$ cat src/rtl/shift_add_mult_if.sv
// Start/done handshake and operand/product bus for the shift-and-add multiplier.
interface shift_add_mult_if #(
    parameter int unsigned W = 16
) ();

    logic           start;
    logic [W-1:0]   a;
    logic [W-1:0]   b;
    logic           busy;
    logic           done;
    logic [2*W-1:0] product;

    // Controller side: launches multiplies and collects the product.
    modport master (
        output start,
        output a,
        output b,
        input  busy,
        input  done,
        input  product
    );

    // Multiplier side.
    modport slave (
        input  start,
        input  a,
        input  b,
        output busy,
        output done,
        output product
    );

endinterface

$ cat src/rtl/shift_add_mult.sv
// Sequential unsigned WxW multiplier: one W-bit add and one right shift per clock.
// A launch takes W+1 cycles to done; the {A,Q} product holds until the next launch or reset.
module shift_add_mult #(
    parameter int unsigned W = 16
) (
    input logic            clk_i,
    input logic            rst_i,
    shift_add_mult_if.slave bus
);

    localparam int unsigned CntW = $clog2(W + 1);

    typedef enum logic [1:0] {
        StIdle,
        StRun,
        StDone
    } state_e;

    state_e          state_q, state_d;
    logic [W-1:0]    m_q, m_d;
    logic [W-1:0]    a_q, a_d;
    logic [W-1:0]    q_q, q_d;
    logic [CntW-1:0] cnt_q, cnt_d;

    // W-bit add with carry-out kept as bit W, so no carry is ever lost.
    logic [W:0]      sum;

    // State and datapath registers with synchronous active-high reset.
    always_ff @(posedge clk_i) begin
        if (rst_i) begin
            state_q <= StIdle;
            m_q     <= '0;
            a_q     <= '0;
            q_q     <= '0;
            cnt_q   <= '0;
        end else begin
            state_q <= state_d;
            m_q     <= m_d;
            a_q     <= a_d;
            q_q     <= q_d;
            cnt_q   <= cnt_d;
        end
    end

    // Next-state logic: capture operands in idle, add/shift in run, one-cycle done.
    always_comb begin
        state_d = state_q;
        m_d     = m_q;
        a_d     = a_q;
        q_d     = q_q;
        cnt_d   = cnt_q;
        sum     = {1'b0, a_q} + {1'b0, (q_q[0] ? m_q : {W{1'b0}})};

        unique case (state_q)
            StIdle: begin
                if (bus.start) begin
                    m_d     = bus.a;
                    q_d     = bus.b;
                    a_d     = '0;
                    cnt_d   = CntW'(W);
                    state_d = StRun;
                end
            end
            StRun: begin
                // Sum (with carry) becomes the new upper half; Q shifts down one place.
                {a_d, q_d} = {sum, q_q[W-1:1]};
                cnt_d      = cnt_q - CntW'(1);
                if (cnt_q == CntW'(1)) begin
                    state_d = StDone;
                end
            end
            StDone: begin
                state_d = StIdle;
            end
            default: begin
                state_d = StIdle;
            end
        endcase
    end

    // Outputs are pure decodes of registered state.
    always_comb begin
        bus.busy    = (state_q != StIdle);
        bus.done    = (state_q == StDone);
        bus.product = {a_q, q_q};
    end

endmodule

$ cat src/flat_wrapper.sv
// flat-port wrapper written by rule: the top's interface ports become plain ports
module shift_add_mult_flat 
#(
    parameter int unsigned W = 16
)
  (clk_i, rst_i, bus_start, bus_a, bus_b, bus_busy, bus_done, bus_product);
  shift_add_mult_if #(.W(W)) bus_i ();
  input logic clk_i;
  input logic rst_i;
  input wire logic [$bits(bus_i.start)-1:0] bus_start;
  input wire logic [$bits(bus_i.a)-1:0] bus_a;
  input wire logic [$bits(bus_i.b)-1:0] bus_b;
  output wire logic [$bits(bus_i.busy)-1:0] bus_busy;
  output wire logic [$bits(bus_i.done)-1:0] bus_done;
  output wire logic [$bits(bus_i.product)-1:0] bus_product;
  assign bus_i.start = bus_start;
  assign bus_i.a = bus_a;
  assign bus_i.b = bus_b;
  assign bus_busy = bus_i.busy;
  assign bus_done = bus_i.done;
  assign bus_product = bus_i.product;
  shift_add_mult #(.W(W)) u_core (.clk_i(clk_i), .rst_i(rst_i), .bus(bus_i));
endmodule
$ cat config.mk
export PLATFORM = sky130hd
export DESIGN_NAME = shift_add_mult_flat
export DESIGN_NICKNAME = d
export VERILOG_FILES = /design/src/rtl/shift_add_mult_if.sv /design/src/rtl/shift_add_mult.sv /design/src/flat_wrapper.sv
export SDC_FILE = /design/constraint.sdc
export NUM_CORES = 1
export LEC_CHECK = 0
export BUFFER_PORTS_ARGS = -buffer_cell sky130_fd_sc_hd__buf_4
export CAP_MARGIN = 20
export CORE_MARGIN = 2
export CORE_UTILIZATION = 40
export DETAILED_ROUTE_END_ITERATION = 16
export PLACE_DENSITY_LB_ADDON = 0.12
export SETUP_SLACK_MARGIN = 0.05
export SKIP_LAST_GASP = 1
export SLEW_MARGIN = 20
export SYNTH_ARGS = -nofsm -noshare
export SYNTH_HDL_FRONTEND = slang
export SYNTH_SLANG_ARGS = --single-unit
$ cat constraint.sdc
create_clock -name clk_i -period 5.2 [get_ports clk_i]
set_clock_uncertainty 0.15 [all_clocks]
set_input_delay 1.56 -clock clk_i [delete_from_list [all_inputs] [get_ports clk_i]]
set_output_delay 1.56 -clock clk_i [all_outputs]
set_load 0.03 [all_outputs]
==> reports/results.tsv <==
metric	value	unit
Core ar.	7250	um2
post-DR wirelength/cell	14.1	um
total CTS buffers	5	
Hold/Removal Path Class	reg2reg	
FFs w/ async S/R, synth	0	%
PortBufs	68	
Die Area	8180	um2
Area Overhead vs Synth	21.4	%
status	completed	
setup_tns	0	ns
Non-Filler Instances	522	
Antenna Violating Nets Remaining	0	
CP Data Arrival Time	1.28	ns
clock-pin slew on the worst setup and hold paths	0.10	ns
Distinct cells, synth	49	
Post-Syn Area	2990	um2
Critical Path Slowest Stage Cell	dfxtp_1	
drt pass-1 iters	4	
Post-synth EDFFs	0	
Layout fillers	727	
I/O pin total	69	
Synth area leader	dfxtp_1	
Max-Cap Viols	0	
TritonCTS clock tree	built	
top-area cell type share of the netlist area	36.9	%
leakage	1.54	nW
worst reg2reg setup slack	2.29	ns
Final nets	476	
placed cell count	514	
Setup CP Type	reg2out	
postcts setup bufs	0	
Chip Width	90.4	um
fin crit share	57.5	%
gr ovfl total	0	
DRC viols	0	
clock sink count	55	
sequence of cells on the critical path	buf_4	
Max FO, Critical Path	18	
CP Data Required Time	3.49	ns
post-layout min period	2.99	ns
Inserted Diodes	0	
gpl congestion	0.787	
Synth area leaders	dfxtp_1, nand2_1, a21oi_1, ha_1, a22oi_1	
global-route wire length before repair	12200	um
largest net degree at the start of global routing	41	
antenna violations before repair	0	
worst-margin pin slew	1.08	ns
PD cells	239	nW/um2
Post-Route WL	7360	um
Largest stage delay, worst path	0.71	ns
Synth Flop Type	dfxtp_1	
clk buf depth	2	
Setup crit end kind	output port	
multi-input combinational cell area	1760	um2
cells after synthesis	366	
CTS hold repair buffers	0	
Max Fclk	334	MHz
Worst path top cell family by delay	flip-flops	
Mapped Avg Cell Area	8.16	um2
Seq cells post-synth	55	
Worst slew margin	27.9	%
final hold violation count	0	
commonest cells after routing, fill and taps aside	nand2_1, buf_4, dfxtp_1, a21oi_1, ha_1	
register area	1100	um2
Synth warnings	0	
Worst-Skew Late Latency	0.30	ns
H-tree Lvls	2	
Vias	2713	
Worst VDD drop	144	uV
sequential share of the synthesized area	36.9	%
Critical Path Start Type	register	
Vias/cell	5.20	
Die Height	90.4	um
All-Layer GR Usage	18.0	%
count of final setup violators	0	
share of cells above drive strength 1	22.7	%
Worst Path Buf+Inv	1	
final slew viol count	0	
Detail Placement HPWL	5290	um
initial core utilization	41.2	%
Synthesized Nets	420	
number of global-route vias before repair	2606	
RSZ-0062 raised after global routing	false	
Root Driver	clkbuf_8	
PostCTS Resize Cnt	0	
most common cell after layout, fill and taps aside	nand2_1	
1st-iter DRT viols	170	
row count	31	
## flip-flops by register name, summed over array words and instances, names as in the netlist
signal	count
u_core.cnt_q	5
u_core.q_q	16
u_core.a_q	16
u_core.state_q	2
u_core.m_q	16
## through the flow
stage,total power [mW],instance area (um2),util (%),hold WS [ns],worst slack [ns]
floorplan,0.568,2990,-,0.282,2.57
global placement,0.622,3530,48.7,0.291,2.09
detailed placement,0.624,3530,48.7,0.293,1.99
CTS,0.877,3630,50.0,0.308,2.20
global route,0.910,3630,50.0,0.332,2.03
finish,0.866,3630,50.0,0.305,2.21
## final timing paths
path / cells after the start / from / end
min reg2reg: 2 / u_core.m_q[14]$_SDFFE_PP0P_ / u_core.m_q[14]$_SDFFE_PP0P_
max: 1 / u_core.q_q[0]$_SDFFE_PP0P_ / bus_product[0]
max reg2reg: 9 / u_core.q_q[0]$_SDFFE_PP0P_ / u_core.a_q[11]$_SDFFE_PP0P_
min: 2 / u_core.m_q[14]$_SDFFE_PP0P_ / u_core.m_q[14]$_SDFFE_PP0P_
## power breakdown
part           internal (mW)  switching (mW)
sequential             0.444          0.0184
combinational         0.0589          0.0910
clock                  0.110           0.143
## per-layer routing
| layer | track usage, % | part of all wire (%) | vias to the layer above |
|---|---|---|---|
| met5 | 0 | 0 | - |
| met4 | 4.49 | 0.92 | 0 |
| met3 | 3.09 | 3.1 | 6 |
| met2 | 30.9 | 49 | 46 |
| met1 | 23.6 | 47 | 1258 |
| li1 | - | - | 1403 |
## final cells by class
class | instances | share of cell area, %
clock buffers | 7 | 2.38
inverters | 7 | 0.724
flip-flops and latches | 55 | 30.3
repair buffers | 69 | 14.3
multi-input cells | 284 | 48.6
well taps | 99 | 3.41
clock inverters | 1 | 0.241
## kinds of logic after synthesis
kind of cell	share of synthesized area (%)
simple gates	23.0
compound gates	25.0
flops	36.9
buf+inv	4.19
fa+ha+maj	8.21
xor+xnor	2.05
mux	0.712
## synth_stat cells (5+ instances only)
cell	instances
ha_1	18
a22oi_1	16
and2_1	16
a21oi_1	45
nand2_1	80
inv_1	7
nor2_1	7
a21o_1	5
dfxtp_1	55
o21ai_0	15
nand3_1	11
clkbuf_1	12
nor3_1	9
(Power assumes the default switching activity.)
